## src/rtl/alu_rpn_sequencer.sv

```systemverilog
// Purpose: RPN operand/opcode entry stage feeding a combinational ALU and capturing its result/flags.
// Latency: result/flags registered 2 clocks after the cycle enter is seen in S_OP (1-cycle EXEC state).
// Backpressure: none; button edges act immediately, undo wins over enter, edges in S_EXEC are dropped.
module alu_rpn_sequencer #(
    parameter int M = 8
) (
    input  logic         clk,
    input  logic         rst_n,
    input  logic [M-1:0] data_in,
    input  logic [1:0]   op_in,
    input  logic         enter,
    input  logic         undo,
    input  logic [M-1:0] alu_result,
    input  logic [4:0]   alu_flags,
    output logic [M-1:0] alu_a,
    output logic [M-1:0] alu_b,
    output logic [1:0]   alu_opcode,
    output logic [M-1:0] display,
    output logic [4:0]   flags_out,
    output logic [3:0]   state_leds,
    output logic         result_valid
);

    typedef enum logic [2:0] {
        S_A    = 3'd0,
        S_B    = 3'd1,
        S_OP   = 3'd2,
        S_EXEC = 3'd3,
        S_RES  = 3'd4
    } state_t;

    state_t       state_q, state_d;
    logic         enter_q, undo_q;
    logic [M-1:0] a_q, a_d;
    logic [M-1:0] b_q, b_d;
    logic [1:0]   op_q, op_d;
    logic [M-1:0] res_q, res_d;
    logic [4:0]   flg_q, flg_d;

    logic ent_p, und_p, ent_act;

    // One pulse per button press; undo takes priority over a simultaneous enter.
    assign ent_p   = enter & ~enter_q;
    assign und_p   = undo & ~undo_q;
    assign ent_act = ent_p & ~und_p;

    // State, edge-detect and datapath registers.
    always_ff @(posedge clk or negedge rst_n) begin
        if (!rst_n) begin
            state_q <= S_A;
            enter_q <= 1'b0;
            undo_q  <= 1'b0;
            a_q     <= '0;
            b_q     <= '0;
            op_q    <= '0;
            res_q   <= '0;
            flg_q   <= '0;
        end else begin
            state_q <= state_d;
            enter_q <= enter;
            undo_q  <= undo;
            a_q     <= a_d;
            b_q     <= b_d;
            op_q    <= op_d;
            res_q   <= res_d;
            flg_q   <= flg_d;
        end
    end

    // Next-state: RPN entry walk, undo steps back one stage.
    always_comb begin
        state_d = state_q;
        unique case (state_q)
            S_A:     if (ent_act) state_d = S_B;
            S_B:     if (und_p) state_d = S_A;  else if (ent_act) state_d = S_OP;
            S_OP:    if (und_p) state_d = S_B;  else if (ent_act) state_d = S_EXEC;
            S_EXEC:  state_d = S_RES;
            S_RES:   if (und_p) state_d = S_OP; else if (ent_act) state_d = S_B;
            default: state_d = S_A;
        endcase
    end

    // Register captures: operands on enter, ALU output in EXEC, result chained into A from RES.
    always_comb begin
        a_d   = a_q;
        b_d   = b_q;
        op_d  = op_q;
        res_d = res_q;
        flg_d = flg_q;
        unique case (state_q)
            S_A:     if (ent_act) a_d = data_in;
            S_B:     if (ent_act) b_d = data_in;
            S_OP:    if (ent_act) op_d = op_in;
            S_EXEC: begin
                res_d = alu_result;
                flg_d = alu_flags;
            end
            S_RES:   if (ent_act) a_d = res_q;
            default: ;
        endcase
    end

    // Outputs: ALU operands straight from registers, display/LEDs decoded from state.
    always_comb begin
        alu_a        = a_q;
        alu_b        = b_q;
        alu_opcode   = op_q;
        flags_out    = flg_q;
        display      = data_in;
        state_leds   = 4'b0001;
        result_valid = 1'b0;
        unique case (state_q)
            S_A:     ;
            S_B:     state_leds = 4'b0010;
            S_OP: begin
                state_leds = 4'b0100;
                display    = {{(M-2){1'b0}}, op_in};
            end
            S_EXEC: begin
                state_leds = 4'b0100;
                display    = res_q;
            end
            S_RES: begin
                state_leds   = 4'b1000;
                display      = res_q;
                result_valid = 1'b1;
            end
            default: ;
        endcase
    end

endmodule

```

## config.mk

```make
export PLATFORM = sky130hd
export DESIGN_NAME = alu_rpn_sequencer
export DESIGN_NICKNAME = d
export VERILOG_FILES = /design/src/rtl/alu_rpn_sequencer.sv
export SDC_FILE = /design/constraint.sdc
export NUM_CORES = 1
export LEC_CHECK = 0
export CAP_MARGIN = 0
export CORE_MARGIN = 5
export CORE_UTILIZATION = 49
export CTS_CLUSTER_SIZE = 25
export DETAILED_ROUTE_END_ITERATION = 8
export PLACE_DENSITY_LB_ADDON = 0.08
export SYNTH_ARGS = -nofsm -noshare
export SYNTH_HDL_FRONTEND = slang
export SYNTH_SLANG_ARGS = --single-unit
```

## constraint.sdc

```tcl
create_clock -name clk -period 3.3 [get_ports clk]
set_input_delay 0.495 -clock clk [delete_from_list [all_inputs] [get_ports clk]]
set_output_delay 0.495 -clock clk [all_outputs]
set_load 0.01 [all_outputs]
```

# Word level (Yosys, flattened, before mapping)
# Cells that the tools add are included.
[word_totals]
output_inout_bits = 36
wordCells = 43
regBits = 36
[op_classes]
n_bitwise = 6
n_eq_ne = 8
mux = 13
reduce_logical = 8
[ops]
columns = ["operator", "count"]
rows = [
  ["8-bit case mux with 2 select lines", 2],
  ["3-bit 2-to-1 mux", 6],
  ["8-bit 2-to-1 mux", 2],
  ["3-bit case mux with 5 select lines", 1],
  ["4-bit case mux with 3 select lines", 1],
  ["3-bit by 2-bit equality test with 1-bit output (second input constant)", 2],
  ["3-bit inequality test (second input constant)", 2],
  ["2-bit AND reduction", 3],
  ["2-bit inequality test (second input constant)", 2],
  ["2-bit OR reduction", 2],
  ["1-bit bitwise AND", 3],
  ["3-bit by 1-bit equality test with 1-bit output (second input constant)", 1],
  ["3-bit equality test (second input constant)", 1],
  ["3-bit logical NOT", 1],
  ["1-bit inverter", 3],
  ["3-bit AND reduction", 1],
  ["2-bit nonzero test", 1],
  ["1-bit 2-to-1 mux", 1],
]

# Depth between registers and ports, before layout
[logic_depth]
word_depth = 7
depth_mapped = 6
mapped_depth_nobuf = 3

# Least setup slack after synthesis
# No wires, ideal clock.
[synth_path]
path_kind = "register to output"
start = "register state_q[2]"
end = "output port display[0]"
stages_incl_launch_ff = 6
slack_ps = 1536
required_time_ps = 2805
arrival_ps = 1269
cell_sequence = "dfrtp_1 buf_6 buf_2 nor2b_1 a22oi_1 o22ai_1"
[synth_between]
elab_chain_len = 3
word_cells_on_any_way = 5
cone_classes = "eq/ne: 3; mux: 1; reduce/logical: 1"
[synth_lines]
columns = ["element", "line", "text"]
rows = [
  ["from (decl)", "32", "state_t state_q, state_d;"],
  ["from (signal assigned)", "59", "state_q <= state_d;"],
  ["3-bit equality test / 3-bit by 2-bit equality test with 1-bit output (equally long branches)", "112", "unique case (state_q)"],
  ["2-bit OR reduction (no source line)", "--", ""],
  ["8-bit case mux with 2 select lines *", "112", ""],
  ["to (decl)", "18", "output logic [M-1:0] display,"],
]
# Mark *: on every way between the ends. The rest lies on a longest branch, timed or not.

# Worst setup path in the final report
[layout_path]
start = "register state_q[1]"
end = "output port display[1]"
# The elaborated chain is that of the path after synthesis.

==> run summary <==
largest net degree at the start of global routing: 37
Nets: 232
part of the cycle the worst path needs: 0.797
CTS tree: done
Post-CTS Repair Setup Buffers: 0
Pleak: 0.00107 uW
fraction of registers with async set/reset: 1.00
Primary FF master, synth: dfrtp_1
arrival time at the worst endpoint: 2140 ps
total CTS buffers: 5
Reg clk slew, reported paths: 70 ps
Clk pwr share: 0.136
Via density: 5.50
Post-Syn Area: 1850 um^2
Via Count: 1396
Mean Syn Cell Area: 12.8 um^2
post-cts resize count: 0
top-count cell post-synth: dfrtp_1
Diodes inserted: 0
Synthesized Nets: 172
Worst R2R Path Depth: 3
area grow syn2layout: 38.2%
Hold Crit Class: input port to asynchronous set/reset pin
clock latency on the worst-skew pair: 280 ps
initial core utilization: 0.505
Sw Share: 0.332
WL per Instance: 17.0 um
largest cells by area after synthesis: dfrtp_1 (49%), mux2_2 (18%), mux2_4 (7.3%)
register area share after synthesis: 0.487
Root Driver: clkbuf_8
minimum clock period after layout: 2630 ps
sequential share of power: 0.348
final count of pins violating max slew: 0
slowest stage delay, CP: 560 ps
Yosys top cell area share: 0.487
Post-synth EDFFs: 0
critical path type: register to output port
clk_skew: 7.87 ps
relative slew slack: 0.399
Final setup viols: 0
Int Power: 1550 uW
Iter 0 DRT Violations: 103
GPL Wtd Cong: 0.817
# hold bufs at CTS: 0
Detail Route Antenna Nets: 0
aggregate global-route resource usage: 0.180
DRC Markers: 0
Longest Clk Path Bufs: 2
Max-cap violations: 0
Fmax: 0.380 GHz
die height: 71.4 um
fill count: 274
worst-path cell chain: nor2_1, buf_4, a221oi_1, o22ai_1, clkdlybuf4s50_1
Setup TNS: 0 ps
Ys Warns: 0
Synth cell types: 30
Logic pwr share: 0.516
PwrDens: 906 nW/um^2
Pre-antenna DRT Iters: 4
vias in the first global route: 1417
# clock sinks: 36
I/O Pins: 63
initial antenna violation count: 0
RSZ-0062 raised after global routing: false
synthesized flop and latch total: 36
Design Power: 2320 uW
Post-Syn Instances: 145
Startpoint Class: register
Detailed Route WL: 4330 um
PortBufs: 62
Worst Max-Slew Pin Slew: 901 ps
Net Sw Power: 769 uW
Commonest cells post-synth: dfrtp_1 (36), mux2_2 (30), nand2_1 (13)
global-route wire length before repair: 7170 um
final hold viol count: 0
DP HPWL: 3250 um
CP max-delay cell: dfrtp_1
CP Capture Type: output port
outcome: complete, no violations
largest area contributor in the netlist: dfrtp_1
total congestion overflow: 0
Max rail drop VDD: 461 uV
Die X: 71.4 um
Worst EP required: 2800 ps
core region area: 3660 um^2
die area: 5100 um^2
row cnt: 22
CP max FO: 11
H-tree lvl count: 2
share of cells above drive strength 1: 0.257
[per-stage QoR]
step	instance area [um^2]	utilization	hold slack (ps)	setup slack, ps	std cells
6_report	2550	0.698	327	670	254
4_1_cts	2550	0.698	351	649	254
3_3_place_gp	2460	0.673	487	872	246
3_5_place_dp	2460	0.673	493	817	246
2_1_floorplan	1850	-	199	1540	145
5_1_grt	2550	0.698	384	475	254
[metal layers]
metal | vias up | track usage | wire, um
met1 | 687 | 0.221 | 1870
met5 | - | 0 | 0
li1 | 655 | - | -
met2 | 50 | 0.301 | 2150
met4 | 0 | 0.0501 | 34
met3 | 4 | 0.0631 | 272
[logic make-up after synthesis]
group | after synthesis | synth area share
AOI/OAI and AO/OA | 24 | 0.0961
xor gates and xnor gates | 1 | 0.00474
buffers and inverters | 15 | 0.0487
DFF | 36 | 0.487
muxes | 39 | 0.256
and+or+nand+nor | 30 | 0.108
[power groups by stage]
stage,Combinational [uW],Clock (uW),Sequential [uW]
2_1_floorplan,603,0,838
3_3_place_gp,1180,0,800
3_5_place_dp,1200,0,812
4_1_cts,1210,322,806
5_1_grt,1280,349,838
6_report,1190,314,806
[layout make-up]
type | instances | area, um^2 | share of cell area
Inverter | 4 | 15.0 | 0.00588
Clock buffer | 8 | 90.1 | 0.0353
Tap cell | 48 | 60.1 | 0.0235
Sequential cell | 36 | 901 | 0.353
Timing Repair Buffer | 64 | 631 | 0.247
Multi-Input combinational cell | 94 | 858 | 0.336
[state kept, by name, indices dropped and copies added (netlist names)]
name / cells
alu_a: 8
alu_b: 8
alu_opcode: 2
enter_q: 1
flags_out: 5
res_q: 8
state_q: 3
undo_q: 1
[cells in the final DEF (no fill, tap or decap), types with 3 or more instances in the layout]
cell,n
clkdlybuf4s50_1,61
dfrtp_1,36
mux2_2,30
nand2_1,13
a221oi_1,10
mux2_4,9
a31oi_1,6
clkbuf_8,6
inv_1,4
nor2b_1,3
[critical path: cells and delay by family (launching register included)]
kind | cells | cell delay, ps
AOI/OAI and AO/OA | 2 | 450
DFF | 1 | 560
and+or+nand+nor | 1 | 140
buffers and inverters | 2 | 690
[final timing paths]
kind	startpoint	to	slack, ps
setup / recovery	state_q[1]	display[1]	670
hold / removal	rst_n	enter_q	330
setup reg to reg	state_q[1]	flags_out[4]	1670
hold reg to reg	alu_b[7]	alu_b[7]	510
max in group asynchronous	rst_n	alu_a[5]	2410
min in group clk	alu_b[7]	alu_b[7]	510
(Power assumes the default switching activity.)
